`config.mk`:
```
export PLATFORM = sky130hd
export DESIGN_NAME = mdu_sequencer_flat
export DESIGN_NICKNAME = d
export VERILOG_FILES = /design/src/rtl/mdu_if.sv /design/src/rtl/mdu_sequencer.sv /design/src/flat_wrapper.sv
export SDC_FILE = /design/constraint.sdc
export NUM_CORES = 1
export LEC_CHECK = 0
export ABC_AREA = 1
export BUFFER_PORTS_ARGS = -buffer_cell sky130_fd_sc_hd__clkbuf_2
export CORE_MARGIN = 2
export CORE_UTILIZATION = 40
export CTS_BUF_LIST = sky130_fd_sc_hd__clkbuf_4
export DETAILED_ROUTE_END_ITERATION = 10
export GPL_TIMING_DRIVEN = 0
export PLACE_DENSITY = 0.6
export SKIP_CTS_REPAIR_TIMING = 1
export SLEW_MARGIN = 20
export SYNTH_ARGS = -nofsm -noshare
export SYNTH_HDL_FRONTEND = slang
export SYNTH_SLANG_ARGS = --single-unit
```
`constraint.sdc`:
```
create_clock -name clk -period 8.8 [get_ports clk]
set_input_delay 1.76 -clock clk [delete_from_list [all_inputs] [get_ports clk]]
set_output_delay 1.76 -clock clk [all_outputs]
set_load 0.05 [all_outputs]
```
`src/rtl/mdu_if.sv`:
```
// Handshake and result bundle between the control unit and mdu_sequencer.
// The control unit drives the master side; the sequencer implements the slave side.
`timescale 1ns/1ps

interface mdu_if #(
  parameter int unsigned WIDTH = 32
);
  logic             start;
  logic [3:0]       alu_sel;
  logic [WIDTH-1:0] op_a;
  logic [WIDTH-1:0] op_b;
  logic [WIDTH-1:0] result;
  logic [WIDTH-1:0] result_hi;
  logic             done;
  logic             busy;
  logic             stall;
  logic             div_by_zero;
  logic             unsupported;

  modport master (
    output start, alu_sel, op_a, op_b,
    input  result, result_hi, done, busy, stall, div_by_zero, unsupported
  );

  modport slave (
    input  start, alu_sel, op_a, op_b,
    output result, result_hi, done, busy, stall, div_by_zero, unsupported
  );
endinterface

```
`src/rtl/mdu_sequencer.sv`:
```
// Execute sequencer: single-cycle ALU ops plus iterative shift-add multiply and
// restoring divide. The divider is built only when MDU_DIV_EN is defined.
`timescale 1ns/1ps

module mdu_sequencer #(
  parameter int unsigned WIDTH = 32
) (
  input  logic  clk,
  input  logic  rst,
  mdu_if.slave  bus
);
  localparam int unsigned CW = $clog2(WIDTH);

  localparam logic [3:0] OP_ADD = 4'b0000;
  localparam logic [3:0] OP_SUB = 4'b0001;
  localparam logic [3:0] OP_MUL = 4'b0010;
  localparam logic [3:0] OP_DIV = 4'b0011;
  localparam logic [3:0] OP_AND = 4'b0100;
  localparam logic [3:0] OP_OR  = 4'b0101;

  typedef enum logic [1:0] {
    S_IDLE    = 2'd0,
    S_MUL_RUN = 2'd1,
`ifdef MDU_DIV_EN
    S_DIV_RUN = 2'd2,
`endif
    S_DONE    = 2'd3
  } state_e;

  state_e             state_q, state_d;
  logic [CW-1:0]      cnt_q, cnt_d;
  // Shared by both iterative ops: {partial product, remaining multiplier} for
  // MUL, {partial remainder, dividend/quotient bits} for DIV.
  logic [2*WIDTH-1:0] acc_q, acc_d;
  logic [WIDTH-1:0]   opnd_q, opnd_d;       // multiplicand or divisor
  logic [WIDTH-1:0]   result_q, result_d;
  logic [WIDTH-1:0]   result_hi_q, result_hi_d;
  logic               dbz_q, dbz_d;
  logic               unsup_q, unsup_d;

  logic               accept;
  logic               busy;
  logic               last_iter;
  logic [WIDTH:0]     mul_sum;
  logic [2*WIDTH-1:0] mul_next;

  assign accept    = bus.start && (state_q == S_IDLE || state_q == S_DONE);
  assign last_iter = (cnt_q == CW'(WIDTH - 1));

  // The multiplier bit consumed each step is the LSB of the accumulator; the
  // carry out of the upper-half add shifts back in at the top.
  assign mul_sum  = {1'b0, acc_q[2*WIDTH-1:WIDTH]} + {1'b0, (acc_q[0] ? opnd_q : '0)};
  assign mul_next = {mul_sum, acc_q[WIDTH-1:1]};

`ifdef MDU_DIV_EN
  logic [WIDTH:0]     div_shift;
  logic [WIDTH:0]     div_diff;
  logic [2*WIDTH-1:0] div_next;

  // Bit WIDTH of the difference is the borrow: set means restore.
  assign div_shift = acc_q[2*WIDTH-1:WIDTH-1];
  assign div_diff  = div_shift - {1'b0, opnd_q};
  assign div_next  = div_diff[WIDTH]
                   ? {div_shift[WIDTH-1:0], acc_q[WIDTH-2:0], 1'b0}
                   : {div_diff[WIDTH-1:0],  acc_q[WIDTH-2:0], 1'b1};

  assign busy = (state_q == S_MUL_RUN) || (state_q == S_DIV_RUN);
`else
  assign busy = (state_q == S_MUL_RUN);
`endif

  always_comb begin
    // NOTE: every variable gets a default first so no path infers a latch.
    state_d     = state_q;
    cnt_d       = cnt_q;
    acc_d       = acc_q;
    opnd_d      = opnd_q;
    result_d    = result_q;
    result_hi_d = result_hi_q;
    dbz_d       = dbz_q;
    unsup_d     = unsup_q;

    unique case (state_q)
      S_MUL_RUN: begin
        acc_d = mul_next;
        cnt_d = cnt_q + 1'b1;
        if (last_iter) begin
          state_d     = S_DONE;
          result_d    = mul_next[WIDTH-1:0];
          result_hi_d = mul_next[2*WIDTH-1:WIDTH];
        end
      end
`ifdef MDU_DIV_EN
      S_DIV_RUN: begin
        acc_d = div_next;
        cnt_d = cnt_q + 1'b1;
        if (last_iter) begin
          state_d     = S_DONE;
          result_d    = div_next[WIDTH-1:0];
          result_hi_d = div_next[2*WIDTH-1:WIDTH];
        end
      end
`endif
      S_DONE:  state_d = S_IDLE;
      default: ;
    endcase

    // A start in DONE overrides the return to IDLE: zero bubble cycles.
    if (accept) begin
      dbz_d       = 1'b0;
      unsup_d     = 1'b0;
      cnt_d       = '0;
      state_d     = S_DONE;
      result_hi_d = '0;
      case (bus.alu_sel)
        OP_SUB: result_d = bus.op_a - bus.op_b;
        OP_AND: result_d = bus.op_a & bus.op_b;
        OP_OR:  result_d = bus.op_a | bus.op_b;
        OP_MUL: begin
          result_hi_d = result_hi_q;
          acc_d       = {{WIDTH{1'b0}}, bus.op_b};
          opnd_d      = bus.op_a;
          state_d     = S_MUL_RUN;
        end
        OP_DIV: begin
`ifdef MDU_DIV_EN
          if (bus.op_b == '0) begin
            result_d    = '1;
            result_hi_d = bus.op_a;
            dbz_d       = 1'b1;
          end else begin
            result_hi_d = result_hi_q;
            acc_d       = {{WIDTH{1'b0}}, bus.op_a};
            opnd_d      = bus.op_b;
            state_d     = S_DIV_RUN;
          end
`else
          result_d = '0;
          unsup_d  = 1'b1;
`endif
        end
        default: result_d = bus.op_a + bus.op_b;
      endcase
    end
  end

  always_ff @(posedge clk) begin
    // NOTE: state uses non-blocking assignments so every flop samples pre-edge values.
    if (rst) begin
      state_q     <= S_IDLE;
      cnt_q       <= '0;
      acc_q       <= '0;
      opnd_q      <= '0;
      result_q    <= '0;
      result_hi_q <= '0;
      dbz_q       <= 1'b0;
      unsup_q     <= 1'b0;
    end else begin
      state_q     <= state_d;
      cnt_q       <= cnt_d;
      acc_q       <= acc_d;
      opnd_q      <= opnd_d;
      result_q    <= result_d;
      result_hi_q <= result_hi_d;
      dbz_q       <= dbz_d;
      unsup_q     <= unsup_d;
    end
  end

  assign bus.result      = result_q;
  assign bus.result_hi   = result_hi_q;
  assign bus.done        = (state_q == S_DONE);
  assign bus.busy        = busy;
  assign bus.stall       = accept || busy;
  assign bus.div_by_zero = dbz_q;
  assign bus.unsupported = unsup_q;
endmodule

```
`src/flat_wrapper.sv`:
```
// flat-port wrapper written by rule: the top's interface ports become plain ports
module mdu_sequencer_flat 
#(
  parameter int unsigned WIDTH = 32
)
  (clk, rst, bus_start, bus_alu_sel, bus_op_a, bus_op_b, bus_result, bus_result_hi, bus_done, bus_busy, bus_stall, bus_div_by_zero, bus_unsupported);
  mdu_if #(.WIDTH(WIDTH)) bus_i ();
  input  logic clk;
  input  logic rst;
  input wire logic [$bits(bus_i.start)-1:0] bus_start;
  input wire logic [$bits(bus_i.alu_sel)-1:0] bus_alu_sel;
  input wire logic [$bits(bus_i.op_a)-1:0] bus_op_a;
  input wire logic [$bits(bus_i.op_b)-1:0] bus_op_b;
  output wire logic [$bits(bus_i.result)-1:0] bus_result;
  output wire logic [$bits(bus_i.result_hi)-1:0] bus_result_hi;
  output wire logic [$bits(bus_i.done)-1:0] bus_done;
  output wire logic [$bits(bus_i.busy)-1:0] bus_busy;
  output wire logic [$bits(bus_i.stall)-1:0] bus_stall;
  output wire logic [$bits(bus_i.div_by_zero)-1:0] bus_div_by_zero;
  output wire logic [$bits(bus_i.unsupported)-1:0] bus_unsupported;
  assign bus_i.start = bus_start;
  assign bus_i.alu_sel = bus_alu_sel;
  assign bus_i.op_a = bus_op_a;
  assign bus_i.op_b = bus_op_b;
  assign bus_result = bus_i.result;
  assign bus_result_hi = bus_i.result_hi;
  assign bus_done = bus_i.done;
  assign bus_busy = bus_i.busy;
  assign bus_stall = bus_i.stall;
  assign bus_div_by_zero = bus_i.div_by_zero;
  assign bus_unsupported = bus_i.unsupported;
  mdu_sequencer #(.WIDTH(WIDTH)) u_core (.clk(clk), .rst(rst), .bus(bus_i));
endmodule
```
== After elaboration in Yosys (flattened, before gate mapping) ==
Index checks and enable logic that the tools add are counted.
Storage, ports and cells
  register bits after elaboration: 168
  bits of input ports: 71
  output and inout port bits: 69
  word-level logic and storage cells: 51
Cells by class
  add/sub/neg operators: 4
  eq/ne operators: 10
  muxes and demuxes: 17
  bitwise logic cells: 2
  reduce and logical (&&, ||, !) cells: 11
Operators with widths (number)
  32-bit 2-to-1 mux: 8
  64-bit 2-to-1 mux: 3
  32-bit case mux with 5 select lines: 1
  32-bit by 32-bit adder with 33-bit output: 1
  32-bit adder: 1
  32-bit AND: 1
  32-bit bitwise OR: 1
  32-bit subtractor: 1
  4-bit by 2-bit equality test with 1-bit output (second input constant): 2
  4-bit by 3-bit equality test with 1-bit output (second input constant): 2
  2-bit 2-to-1 mux: 3
  5-bit by 1-bit adder with 5-bit output (second input constant): 1
  5-bit equality test (second input constant): 1
  4-bit by 1-bit equality test with 1-bit output (second input constant): 1
  2-bit case mux with 2 select lines: 1
  2-bit AND reduction: 2
  2-bit nonzero test: 2
  3-bit by 2-bit != test with 1-bit output (second input constant): 1
  3-bit AND reduction: 1
  3-bit nonzero test: 1
  2-bit by 1-bit equality test with 1-bit output (second input constant): 1
  2-bit equality test (second input constant): 1
  2-bit zero test: 1
  1-bit logical OR: 2
  4 further kinds: 4

== Longest topological paths before layout ==
  word-level depth: 6
  mapped depth: 23

== Least setup slack after synthesis ==
Ideal clock, no wire load.
  path type: input to output
  start: in bus_start
  end: out bus_stall
  arrival time: 2569 ps
  data required time: 7040 ps
  slack: 4471 ps
  stages: 3
  path through: nand2_1 buf_1 nand2_1
Between the ends
  word-level cells in the longest chain between the ends: 2
Ends and longest elaborated chain
  start, declared: RTL line flat_wrapper.sv:10  | input wire logic [$bits(bus_i.start)-1:0] bus_start;
  1-bit logical AND: RTL line mdu_sequencer.sv:47  | assign accept = bus.start && (state_q == S_IDLE || state_q == S_DONE);
  1-bit logical OR: RTL line mdu_sequencer.sv:174  | assign bus.stall = accept || busy;
  end, declared: RTL line flat_wrapper.sv:18  | output wire logic [$bits(bus_i.stall)-1:0] bus_stall;
No other way between the ends.

== Final worst setup path ==
Ends and elaborated chain as after synthesis.

==> impl_metrics.tcl <==
set metrics [dict create \
    insertion_delay_ns 0.60 \
    p_comb_frac 0.374 \
    io_buffers 135 \
    holdPathEnd "u_core.bus.result_hi[9]" \
    yosysTopAreaCell "dfxtp_1" \
    syn_avg_cell_area_um2 6.05 \
    io_pins 140 \
    cp-start-kind "input pin" \
    setup_violations 0 \
    finalHoldViolCount 0 \
    skew_ns 0.0161 \
    start_util 0.409 \
    power.total_mw 2.15 \
    timing.final.crit_share 0.567 \
    grt_first_pass_wirelength_mm 78.3 \
    worst_slack_ns 3.81 \
    cap_violations 0 \
    via_per_inst 5.19 \
    cts_tree "built" \
    fin_crit_ns 4.99 \
    p_sw_uw 904 \
    ys_warn_count 0 \
    numClockSinks 168 \
    place_ws_ns 3.26 \
    r2r-end "u_core.acc_q[49]" \
    grt_use_met3 0.0244 \
    drcViolationCount 0 \
    holdCritStartpoint "u_core.bus.result_hi[9]" \
    cts-buffers-inserted 17 \
    ys_ff_latch 168 \
    final_antenna_net_count 0 \
    max_freq_mhz 200 \
    crit_arrival_ns 3.23 \
    min_path_cells 2 \
    final_cell_mix "635 x nand2_1, 332 x inv_1, 209 x a21oi_1" \
    ff2ff_path_depth 16 \
    grt_max_degree 17 \
    synth_edf_count 0 \
    dp_hpwl_mm 43.0 \
    dpl_cell_area_um2 14600 \
    wire_per_inst_um 18.2 \
    synth_top_area_frac 0.251 \
    clock_power_share 0.226 \
    slew_viol_final 0 \
    power_density_nw_per_um2 144 \
    tns_ns 0 \
    core_area_um2 32700 \
    overflow 0 \
    peakVddDrop_mv 0.0760 \
    switching_share 0.420 \
    rsz0062_at_grt "false" \
    final_common_cell "nand2_1" \
    syn_to_final_growth_pct 11.4 \
    root_buffer "clkbuf_4" \
    met1_usage 0.362 \
    slew_headroom 0.239 \
    die_h_um 187 \
    die-area_um2 34900 \
    syn_inst 2210 \
    drive_gt1_frac 0.114 \
    wirelength_mm 51.2 \
    design_area_um2 14900 \
    clockBufferDepth 2 \
    p_leak_nw 7.69 \
    run_status "finished, final reports clean" \
    r2r-start "u_core.acc_q[0]" \
    met2_usage 0.520 \
    hold_class "reg2reg" \
    rrSetupSlack_ns 5.92 \
    synth_top_cells_by_area "dfxtp_1 25%, nand2_1 18%, inv_1 9.3%" \
    dr.first_iter.drc_count 1199 \
    cp.required_ns 7.04 \
    worst_pin_slew_ns 1.13 \
    yosysSeqAreaShare 0.251 \
    row_count 66 \
    synth_cell_types 58 \
    power_frac_seq 0.400 \
    async_flop_share 0 \
    syn_area_um2 13400 \
    syn-num-nets 2353 \
    track_usage 0.290 \
    gp_routability_congestion 0.972 \
    power.internal_mw 1.25 \
    grt-busiest-layer "met2" \
    ys.flop_type "dfxtp_1" \
    drt_pass1_iterations 5 \
    antenna_found_initial 1 \
    critPathKind "in2out" \
    cp_max_fo 10 \
    dp_cells 2787 \
    num_vias 14600 \
    instances_no_fill 2819 \
    htreeDepth 4 \
    final_nets 2507 \
    cts.clk_slew.worst_paths_ns 0.13 \
    grt_pass1_vias 13800 \
    worstSetupEndpointType "output pin" \
    die_w_um 187 \
]
[per-layer routing]
metal  up-vias  part of all wire  wire length (um)
met1      6649              0.44             22400
met5         -                 0                 0
met3        80             0.040              2060
li1       7456                 -                 -
met4         0             0.036              1860
met2       434              0.49             24900
[power by group through the flow]
stage          Sequential, mW  Combinational (mW)  Clock, mW
3_5_place_dp            0.875               0.795          0
4_1_cts                 0.858               0.798      0.499
6_report                0.860               0.805      0.485
2_1_floorplan           0.949               0.458          0
3_3_place_gp            0.875               0.792          0
5_1_grt                 0.865               0.883      0.526
[synthesized netlist by cell type (all sizes together), types with 19 or more instances]
cell      n
a21oi   213
a31oi    21
buf      43
clkbuf   42
dfxtp   168
ha       70
inv     337
nand2   650
nand3   147
nand4    19
nor2    168
o21ai   141
or2      21
xor2     39
[worst max-delay path by stage]
stage | to | depth (start not counted) | slack [ns] | start
after floorplan | bus_stall | 3 | 4.47 | bus_start
after global placement | u_core.bus.result[28] | 19 | 3.24 | bus_op_b[0]
after detailed placement | u_core.bus.result[28] | 19 | 3.26 | bus_op_b[0]
after CTS | bus_stall | 5 | 3.85 | bus_start
after global routing | u_core.bus.result[28] | 19 | 3.67 | bus_op_b[0]
final | bus_stall | 5 | 3.81 | bus_start
[layout make-up]
class,count,area [um^2]
antenna,1,2.50
timing repair buffer,135,676
fill,3716,17800
multi-input combinational,1619,8350
clock inverter,13,153
tap,442,553
sequential,168,3360
buffer,85,398
clock buffer,18,135
inverter,338,1270
[critical path: stages]
cell	delay (ns)
clkbuf_2	0.09
nand2_1	0.35
buf_1	0.63
nand2_1	0.12
clkbuf_2	0.27
[state kept, by name, indices dropped and copies added, names as in the netlist]
register and cells:
u_core.bus.result 32, u_core.acc_q 64, u_core.bus.unsupported 1, u_core.state_q 2, u_core.cnt_q 5, u_core.opnd_q 32, u_core.bus.result_hi 32
[cell families (layout without fill, tap and decap cells)]
kind of cell / after synthesis / count (layout) / synth area share
AND/OR/NAND/NOR: 1044 / 1044 / 0.332
AO/OA/AOI/OAI: 448 / 448 / 0.187
buffers and inverters: 423 / 589 / 0.125
flip-flops: 168 / 168 / 0.251
adder cells (fa/ha/maj): 81 / 81 / 0.0752
XOR/XNOR: 41 / 41 / 0.0268
multiplexers: 4 / 4 / 0.00299
other: 1 / 2 / 0.000280
[per-stage QoR]
| step | utilization | hold WS [ns] |
|---|---|---|
| after floorplan | - | 0.440 |
| after global placement | 0.447 | 0.451 |
| after detailed placement | 0.447 | 0.455 |
| after CTS | 0.456 | 0.475 |
| after global routing | 0.456 | 0.486 |
| final | 0.456 | 0.470 |
Power figures use the tool's default switching activity.
